===== src/rtl/sram_port_arb.sv =====
// Round-robin arbiter sharing one single-port SRAM bank between REQ_NUM requesters.
// Sequences the 1-cycle read latency and holds read data until the owning requester accepts it.
module sram_port_arb #(
   parameter int REQ_NUM    = 2,
   parameter int ADDR_WIDTH = 9,
   parameter int DATA_WIDTH = 64
) (
   input  logic                                   clk_i,
   input  logic                                   rst_i,
   input  logic [REQ_NUM-1:0]                     req_valid_i,
   output logic [REQ_NUM-1:0]                     req_ready_o,
   input  logic [REQ_NUM-1:0]                     req_wen_i,
   input  logic [REQ_NUM-1:0][DATA_WIDTH/8-1:0]   req_bm_i,
   input  logic [REQ_NUM-1:0][ADDR_WIDTH-1:0]     req_addr_i,
   input  logic [REQ_NUM-1:0][DATA_WIDTH-1:0]     req_dat_i,
   output logic [REQ_NUM-1:0]                     rsp_valid_o,
   input  logic [REQ_NUM-1:0]                     rsp_ready_i,
   output logic [DATA_WIDTH-1:0]                  rsp_dat_o,
   output logic                                   sram_en_o,
   output logic                                   sram_wen_o,
   output logic [DATA_WIDTH/8-1:0]                sram_bm_o,
   output logic [ADDR_WIDTH-1:0]                  sram_addr_o,
   output logic [DATA_WIDTH-1:0]                  sram_dat_o,
   input  logic [DATA_WIDTH-1:0]                  sram_dat_i,
   output logic                                   busy_o
);
   localparam int PTR_W = $clog2(REQ_NUM);

   localparam logic [1:0] IDLE    = 2'd0;
   localparam logic [1:0] RD_WAIT = 2'd1;
   localparam logic [1:0] RSP     = 2'd2;

   logic [1:0]       state;
   logic [PTR_W-1:0] rr_ptr;
   logic [PTR_W-1:0] rsp_id;
   logic [PTR_W-1:0] win;
   logic [PTR_W:0]   sum;
   logic             found;
   logic             rsp_hs;
   logic             grant_ok;

   assign rsp_hs   = (state == RSP) && rsp_ready_i[rsp_id];
   assign grant_ok = (state == IDLE) || rsp_hs;
   assign busy_o   = (state != IDLE);

   // Scan upward from rr_ptr with wrap; first valid requester wins.
   always_comb begin
      req_ready_o = '0;
      win         = '0;
      found       = 1'b0;
      sum         = '0;
      for (int k = 0; k < REQ_NUM; k++) begin
         sum = {1'b0, rr_ptr} + (PTR_W+1)'(k);
         if (sum >= (PTR_W+1)'(REQ_NUM))
            sum = sum - (PTR_W+1)'(REQ_NUM);
         if (grant_ok && !found && req_valid_i[sum[PTR_W-1:0]]) begin
            found = 1'b1;
            win   = sum[PTR_W-1:0];
         end
      end
      if (found)
         req_ready_o[win] = 1'b1;
   end

   always_comb begin
      sram_en_o   = found;
      sram_wen_o  = found & req_wen_i[win];
      sram_bm_o   = found ? req_bm_i[win]   : '0;
      sram_addr_o = found ? req_addr_i[win] : '0;
      sram_dat_o  = found ? req_dat_i[win]  : '0;
   end

   always_comb begin
      rsp_valid_o = '0;
      if (state == RSP)
         rsp_valid_o[rsp_id] = 1'b1;
   end

   always_ff @(posedge clk_i or posedge rst_i) begin
      if (rst_i) begin
         state     <= IDLE;
         rr_ptr    <= '0;
         rsp_id    <= '0;
         rsp_dat_o <= '0;
      end else begin
         if (found)
            rr_ptr <= (win == PTR_W'(REQ_NUM-1)) ? '0 : win + PTR_W'(1);
         case (state)
            IDLE, RSP: begin
               // RSP only leaves on the handshake; a read granted in that cycle re-enters RD_WAIT.
               if (grant_ok) begin
                  if (found && !req_wen_i[win]) begin
                     state  <= RD_WAIT;
                     rsp_id <= win;
                  end else begin
                     state <= IDLE;
                  end
               end
            end
            RD_WAIT: begin
               rsp_dat_o <= sram_dat_i;
               state     <= RSP;
            end
            default: state <= IDLE;
         endcase
      end
   end
endmodule


===== config.mk =====
export PLATFORM = sky130hd
export DESIGN_NAME = sram_port_arb
export DESIGN_NICKNAME = d
export VERILOG_FILES = /design/src/rtl/sram_port_arb.sv
export SDC_FILE = /design/constraint.sdc
export NUM_CORES = 1
export LEC_CHECK = 0
export CORE_AREA = 2 2 149 151
export DETAILED_ROUTE_END_ITERATION = 7
export DIE_AREA = 0 0 151 153
export GPL_ROUTABILITY_DRIVEN = 0
export HOLD_SLACK_MARGIN = 0.02
export SKIP_LAST_GASP = 1
export SLEW_MARGIN = 20
export SYNTH_ARGS = -nofsm -noshare
export SYNTH_HDL_FRONTEND = slang
export SYNTH_SLANG_ARGS = --single-unit

===== constraint.sdc =====
create_clock -name clk_i -period 2.7 [get_ports clk_i]
set_input_delay 0.54 -clock clk_i [delete_from_list [all_inputs] [get_ports clk_i]]
set_output_delay 0.54 -clock clk_i [all_outputs]
set_load 0.005 [all_outputs]

======== Word-level counts from Yosys, hierarchy flattened ========
Index checks and enable logic that the tools add are counted.
storage, ports and cells
  bits in latches ......................... 0
  ROM bits ................................ 0
  register bits after elaboration ......... 68
  bits in writable memories ............... 0
  input port bits ......................... 234
  memories ................................ 0
  output and inout bits ................... 152
  logic and storage cells ................. 67
cells by class
  reduce and logical (&&, ||, !) cells .... 14
  div/mod/pow operators ................... 0
  magnitude comparators ................... 8
  bitwise logic cells ..................... 1
  multipliers ............................. 0
  add/sub/neg operators ................... 4
  multiplexer cells ....................... 33
  shifts and indexed selects .............. 0
  eq/ne operators ......................... 3
operators with widths
  cell                                                               count
  two-way mux 64 bit                                                 3
  two-way mux 9 bit                                                  3
  two-way mux 8 bit                                                  3
  two-way mux 1 bit                                                  18
  less-than comparator 1 x 2 -> 1 bit, second input constant         4
  logical AND 1 bit                                                  7
  two-way mux 2 bit                                                  3
  case mux 2 bit (2 select lines)                                    1
  AND reduction 3 bit                                                1
  adder 1 x 1 -> 2 bit, second input constant                        1
  demux 1 bit (select 1 bit)                                         2
  == test 2 x 1 -> 1 bit, second input constant                      1
  == test 2 bit, second input constant                               1
  greater-or-equal comparator 1 bit, second input constant           2
  greater-or-equal comparator 1 x 2 -> 1 bit, second input constant  1
  greater-or-equal comparator 2 bit, second input constant           1
  zero test 1 bit                                                    2
  zero test 2 bit                                                    1
  inequality test 2 bit, second input constant                       1
  nonzero test 2 bit                                                 1
  OR reduction 2 bit                                                 1
  subtractor 1 bit, second input constant                            2
  adder 1 bit, second input constant                                 1
  AND 1 bit                                                          1
  logical OR 1 bit                                                   1

======== Longest topological paths before layout ========
  depth in word-level cells ............... 17
  depth in mapped cells ................... 6
  depth with buffers taken out ............ 4

======== Worst setup path after synthesis ========
No wires, ideal clock.
  kind .................................... input -> output
  from .................................... input req_valid_i[0]
  to ...................................... output sram_dat_o[39]
  arrival ................................. 1329 ps
  path slack .............................. 831 ps
  path buffers ............................ 2
  stages on the path ...................... 6
  required time ........................... 2160 ps
  cell sequence ........................... inv_2 -> o21ai_2 -> buf_6 -> buf_4 -> mux2i_1 -> nor2_1
on the way
  cells in the longest elaborated chain, start to end .. 11
  elaborated cells on any way between the ends .. 15
  classes of those cells .................. 11 x mux; 4 x reduce/logical
ends and longest elaborated chain
  what                                                    RTL line  RTL
  start, declared                                         10        input logic [REQ_NUM-1:0] req_valid_i,
  two-way mux 1 bit (implied by the code) (2 in series)   56        if (grant_ok && !found && req_valid_i[sum[PTR_W-1:0]]) begin
  logical AND 1 bit                                       56
  two-way mux 1 bit                                       56
  zero test 1 bit                                         56
  logical AND 1 bit (2 in series)                         56
  two-way mux 1 bit                                       56
  two-way mux 64 bit (implied by the code) (2 in series)  70        sram_dat_o = found ? req_dat_i[win] : '0;
  two-way mux 64 bit (*)                                  70
  end, declared                                           23        output logic [DATA_WIDTH-1:0] sram_dat_o,
Every way passes the cells marked *; elsewhere a longest branch is shown, timed or not. The select of a mux whose other input is x is not followed.

======== Worst setup path in the final report ========
  from .................................... input rsp_ready_i[1]
  to ...................................... output sram_dat_o[62]
on the way
  cells in the longest elaborated chain, start to end .. 13
  elaborated cells on any way between the ends .. 15
  classes of those cells .................. 9 x mux; 6 x reduce/logical
ends and longest elaborated chain
  what                                                       RTL line  RTL
  start, declared                                            17        input logic [REQ_NUM-1:0] rsp_ready_i,
  two-way mux 1 bit (implied by the code) (*) (2 in series)  42        assign rsp_hs = (state == RSP) && rsp_ready_i[rsp_id];
  logical AND 1 bit (*)                                      42
  logical OR 1 bit (*)                                       43        assign grant_ok = (state == IDLE) || rsp_hs;
  logical AND 1 bit                                          56
  two-way mux 1 bit                                          56
  zero test 1 bit                                            56
  logical AND 1 bit (2 in series)                            56
  two-way mux 1 bit                                          56
  two-way mux 64 bit (implied by the code) (2 in series)     70
  two-way mux 64 bit (*)                                     70
Marked as above.

==> flow_summary.toml <==
[outcome]
status = "finished, final reports clean"

[global_routing]
grt.total_usage = 0.148
grt_max_degree = 51
grt_pass1_wl_mm = 26.1
grt_pass1_vias = 4611
grt_overflow = 0
antenna_found_initial = 0

[cells_and_area]
area_growth_pct = 107
diodes = 0
final_area_um2 = 9220
final_nets = 1073
drive_above_1_share = 0.103
num-fill-cells = 2144
final_util = 0.429

[sta]
finalWorstPathRequiredPeriod_ns = 2.58
fin_skew_ns = 0.00850
slew_headroom = 0.551
holdWs_ns = 0.482
setup_viol = 0
worst_pin_slew_ns = 0.674
fin_setup_tns_ns = 0
finalCritPeriodShare = 0.957
rsz0062_at_grt = "no"
hold_violations = 0
final.setup.worst_slack_ns = 0.117
finalMaxSlewViolations = 0
fmax_ghz = 0.387

[power]
pwr-share-comb = 0.555
p_int_mw = 4.75
switching_share = 0.304
p_seq_frac = 0.261
clkPwrFrac = 0.183
p_leak_nw = 4.31
p_switching_mw = 2.07
power_density_nw_per_um2 = 740
vdd_drop_max_mv = 0.359

[synth]
synth_top_family_by_area = "multiplexers"
yosysTopAreaCellShare = 0.382
syn_nets = 666
synth-compound-area-share = 0.0129
synthCells = 432
synth_simple_gate_area_share = 0.196
synth-adder-area-share = 0
ys_seq_elements = 68
synthMuxAreaShare = 0.348
syn-cell-area_um2 = 4460
yosysTopAreaCell = "dfrtp_1"
synthXorXnorAreaFrac = 0
syn_avg_cell_area_um2 = 10.3
synth.distinct_cells = 24
yosys-top-cells-area = "dfrtp_1, mux2i_1, mux2_1"
seq_area_frac_synth = 0.382
yosys_warnings = 0

[cts]
clockBufferDepth = 2
cts-root-buf = "clkbuf_16"
numCtsBuffers = 9
h-tree-depth = 3
clkTransAtPathRegs_ns = 0.06
clkSinkCount = 68
clk_latency_ns = 0.33
cts_tree = "done"

[route]
firstDrtPassIters = 4
routed_wl_mm = 17.9
viasPerCell = 4.08
drc = 0
routed-via-count = 4582
wl_per_cell_um = 15.9
drt_iter0_markers = 112
ant_nets = 0

[critical_path]
rr_worst_depth = 3
worst_setup_path_end_kind = "output port"
r2r_end = "rsp_dat_o[28]"
cp-start-kind = "input port"
crit_chain = "clkdlybuf4s50_1, mux2i_1, a21o_2, buf_12, buf_12, nor2_1, dlygate4sd2_1"
critPathMaxFanout = 17
ff2ff_setup_slack_ns = 0.99
critPathMostFrequentCell = "buf_12"
required_ns = 2.16
cp_slowest_stage_delay_ns = 0.47
crit_path_top_delay_cell = "clkdlybuf4s50_1"
crit_arrival_ns = 2.04
r2r-start = "state[0]"
path_class = "input port to output port"

[worst_hold_path]
hold_end = "rsp_dat_o[6]"
min_path_cells = 1
min_path_type = "register to register"
min_from = "rsp_dat_o[6]"

[floorplan]
die_y_um = 153
core_area_um2 = 21500
die_area_um2 = 23100
die-width_um = 151
start_util = 0.207
num_rows = 54
io_pins = 386

[placed_design]
place_ws_ns = -0.278
placed_cell_area_um2 = 8870
place.port_buffers = 385
dp_hpwl_mm = 14.4

[job]
maxCapViolations = 0
registers in the layout (all words and copies together), names as in the netlist:
register and count:
rr_ptr 1, rsp_id 1, state 2, rsp_dat_o 64
power by group through the flow:
| stage | clock (mW) | combinational [mW] | sequential [mW] |
|---|---|---|---|
| CTS | 1.30 | 3.88 | 1.79 |
| detailed placement | 0 | 4.04 | 1.81 |
| global route | 1.35 | 4.10 | 1.85 |
| finish | 1.25 | 3.79 | 1.78 |
| floorplan | 0 | 1.44 | 1.84 |
| global placement | 0 | 4.04 | 1.78 |
synth_stat cells:
cell type and n:
o31ai_1 1, a21o_1 1, and2_1 2, mux2_1 49, inv_2 1, nor3_1 2, a21oi_1 2, clkbuf_1 3
o2bb2a_1 1, and3b_1 1, buf_2 11, buf_4 7, mux2i_1 83, mux2_2 15, nor3b_1 1, inv_1 1
nor2_1 84, o21ai_2 1, or2_2 1, buf_6 13, dfrtp_1 68, a31oi_1 1, nor2b_1 82, o21bai_1 1
per-layer routing:
| layer | up-vias | track usage | part of all wire |
|---|---|---|---|
| met5 | - | 0 | 0 |
| met4 | 0 | 0.0347 | 0.012 |
| met3 | 16 | 0.0421 | 0.076 |
| met2 | 204 | 0.268 | 0.51 |
| met1 | 2100 | 0.171 | 0.40 |
| li1 | 2262 | - | - |
final cells by class:
cell class              count  area (um^2)  area share
repair buffers            430         4330       0.469
multi-input cells         328         2520       0.273
clock inverters             6         88.8     0.00963
inverters                   2         7.51    0.000814
clock buffers               9          225      0.0244
flip-flops and latches     68         1700       0.184
well taps                 280          350      0.0380
worst max-delay path, delay by kind of cell:
kind                   cells  cell delay (ns)
AO/OA/AOI/OAI              1             0.23
buffers and inverters      4             1.07
multiplexers               1             0.08
AND/OR/NAND/NOR            1             0.10
worst max-delay path by stage:
| stage | end | cells past startpoint | slack, ns | from |
|---|---|---|---|---|
| floorplan | rr_ptr | 1 | 0.45 | rst_i |
| global placement | sram_dat_o[24] | 8 | -0.26 | req_valid_i[0] |
| detailed placement | sram_dat_o[24] | 8 | -0.28 | req_valid_i[0] |
| CTS | sram_dat_o[0] | 7 | -0.12 | rsp_ready_i[1] |
| global route | sram_dat_o[20] | 10 | 0.008 | req_valid_i[0] |
| finish | sram_dat_o[62] | 7 | 0.12 | rsp_ready_i[1] |
per-stage QoR:
stage | instances | power (mW)
6_report | 1123 | 6.83
5_1_grt | 1123 | 7.30
4_1_cts | 1121 | 6.97
3_5_place_dp | 1100 | 5.85
3_3_place_gp | 1100 | 5.83
2_1_floorplan | 432 | 3.27
timing repair:
| item | in CTS | in global routing |
|---|---|---|
| hold endpoints to repair | 0 | 0 |
| setup endpoints to repair | 85 | 7 |
| gates cloned | 1 | 0 |
| pin swaps | 1 | 1 |
| gates resized for setup | 87 | 10 |
| setup buffers | 5 | 2 |
| hold buffers | 0 | 0 |
layout by cell type (no fill, tap or decap), types with 3 or more instances in the layout:
cell type        Yosys  final
mux2_2              15     15
buf_6               13      3
mux2i_1             83     81
clkbuf_16            0      9
nor2b_1             82     80
buf_12               0     15
buf_4                7     26
clkdlybuf4s50_1      0    298
dlygate4sd2_1        0     79
dlymetal6s2s_1       0      7
nor2_1              84     81
mux2_1              49     49
dfrtp_1             68     68
kinds of logic after synthesis:
logic type             count (synthesis)
multiplexers                         147
buffers and inverters                 36
AO/OA/AOI/OAI                          8
AND/OR/NAND/NOR                      173
flip-flops                            68
Note: power is estimated with default switching activity, not from simulation.
==> RTL change, RTL diff (same flow settings) <==
Make the reset (`rst_i`) synchronous in one clocked block.
--- a/src/rtl/sram_port_arb.sv
+++ b/src/rtl/sram_port_arb.sv
@@ -78,3 +78,3 @@
 
-   always_ff @(posedge clk_i or posedge rst_i) begin
+   always_ff @(posedge clk_i) begin
       if (rst_i) begin
Check against the original RTL: differs if rst_i is asserted again (counterexample within 4 cycles, from zero or initial values and one cycle with rst_i high); with rst_i held inactive, the same outputs for 4 cycles.
==> RTL change against the unedited design <==
  * The run now ends with negative setup slack left
  * Sequential cell count is the same
  * Maximum frequency shrank 8.8%
  * Final area fell by 8.6%
  * Setup slack got worse by 0.25 ns
  * Synthesized area fell by 17%
  * Routed wire length grew 13%
  * Critical path type unchanged
Power is not compared: it rests on default switching activity, and its combinational part moved more than twofold at a synthesized area within 25%.
==> RTL change: results (changes against the unedited design) <==
Outcome: complete, but fails checks
Failing checks: negative setup slack
Routing usage on met1: 0.1758 (+0.004890)
Synth Flop Type: dfxtp_1
Post-DP HPWL: 15,590 um (+8.0%)
ClkCell Share: 0.04258 (+0.008534)
Final Skew: 0.006242 ns (-0.002255 ns)
Initial DRC count: 223 (+99%)
Inverters: 2 (unchanged)
Register area: 1361 um^2 (-20%)
GR Util met3: 0.05104 (+0.008955)
Layout cells sized above 1: 0.07416 (-0.02905)
Sequential share of the synthesized area: 0.3693 (-0.01249)
Vias in the first global route: 5,111 (+11%)
Routing usage on met2: 0.2900 (+0.02165)
Total number of vias: 5,301 (+16%)
Multi-input gate share of the layout cell area: 0.2444 (-0.02897)
Post-CTS Setup Inserts: 2 (-3)
Synth async-reset ratio: 0 (-1.000)
H-tree levels: 3 (unchanged)
Final WL: 20,100 um (+13%)
Setup TNS: -0.3565 ns (-0.3565 ns)
Yosys cell types: 26 (+8.3%)
Multi-input combinational gate total: 384 (+17%)
Fill count: 2,235 (+4.2%)
Post-DP Area: 7970 um^2 (-10%)
Final setup fails: 3 (+3)
Pre-antenna DRT Iters: 4 (unchanged)
NonClk Buf Share: 0.5092 (+0.03986)
M1 wire length: 7414 um (+3.6%)
Top cells by count, synth: nand2_1 (129), nor2_1 (84), a32oi_1 (81), a21oi_1 (68), dfxtp_1 (68)
Reg2reg start: rsp_id$_SDFFE_PP0P_
Largest cells by area after synthesis: dfxtp_1 (37%), a32oi_1 (19%), nand2_1 (13%)
Nets: 1,119 (+4.3%)
Post-synth net total: 748 (+12%)
Clock root buffer: clkbuf_16
Core area: 21,490 um^2 (unchanged)
CP arrival: 2.29 ns (+0.25 ns)
Seq_cells: 68 (unchanged)
Worst Tran Pin Value: 0.7259 ns (+0.05200 ns)
Critical path startpoint: rsp_ready_i[0]
Non-clock buffers: 420 (-2.3%)
CP Max Fanout: 18 (+1)
CTS Buf Count: 9 (unchanged)
Largest net degree at the start of global routing: 77 (+51%)
CLK BUF: 11 (+2)
CTS resizes: 54 (-38%)
Hold wc startpoint: rsp_dat_o[29]$_SDFFE_PP0P_
Total routing usage reported by global routing: 0.1629 (+0.01469)
PnR worst setup slack: -0.1333 ns (-0.2502 ns)
Met2 wire length: 9957 um (+8.9%)
Met3 Wirelength: 2011 um (+48%)
First-pass GRT wire length: 29,170 um (+12%)
-- RTL change: cell types whose count changed in the layout (fill, tap and decap cells not counted), moves of 4 or more --
cell            unedited run  this run
nand2_1                    0       129
a32oi_1                    0        81
mux2i_1                   81         0
nor2b_1                   80         1
dfrtp_1                   68         0
dfxtp_1                    0        68
a21oi_1                    2        68
mux2_1                    49         0
dlygate4sd2_1             79        47
dlymetal6s2s_1             7        34
mux2_2                    15         0
buf_12                    15        11
buf_4                     26        22
nand2b_1                   0         4
-- RTL change: final timing paths --
check                                             endpoint  slack [ns]  depth (start not counted)
worst max-delay path                        sram_dat_o[58]       -0.13                          7
worst min-delay path            rsp_dat_o[29]$_SDFFE_PP0P_        0.45                          2
worst max register to register         rsp_id$_SDFFE_PP0P_        1.09                          5
worst min register to register  rsp_dat_o[29]$_SDFFE_PP0P_        0.45                          2
-- RTL change: stage by stage --
step	std cells	hold WS (ns)	utilization	setup slack (ns)
2_1_floorplan	514	0.4527	-	0.7935
3_3_place_gp	1150	0.4414	0.3710	-0.3046
3_5_place_dp	1150	0.4474	0.3710	-0.2987
4_1_cts	1169	0.4550	0.3874	-0.1768
5_1_grt	1170	0.4764	0.3925	-0.2067
6_report	1170	0.4524	0.3925	-0.1333
-- RTL change: cells by family (layout without fill, tap and decap cells) --
logic type | after synthesis | in the layout | synth area share
AO/OA/AOI/OAI | 156 | 156 | 0.3031
buffers and inverters | 62 | 438 | 0.08282
flip-flops | 68 | 68 | 0.3693
multiplexers | 1 | 1 | 0.002716
AND/OR/NAND/NOR | 227 | 227 | 0.2420
-- RTL change: critical path: stages --
cell             delay (ns)
clkdlybuf4s50_1        0.49
mux2i_2                0.09
a21o_2                 0.23
buf_12                 0.16
buf_12                 0.14
nor2_1                 0.11
clkdlybuf4s50_1        0.52
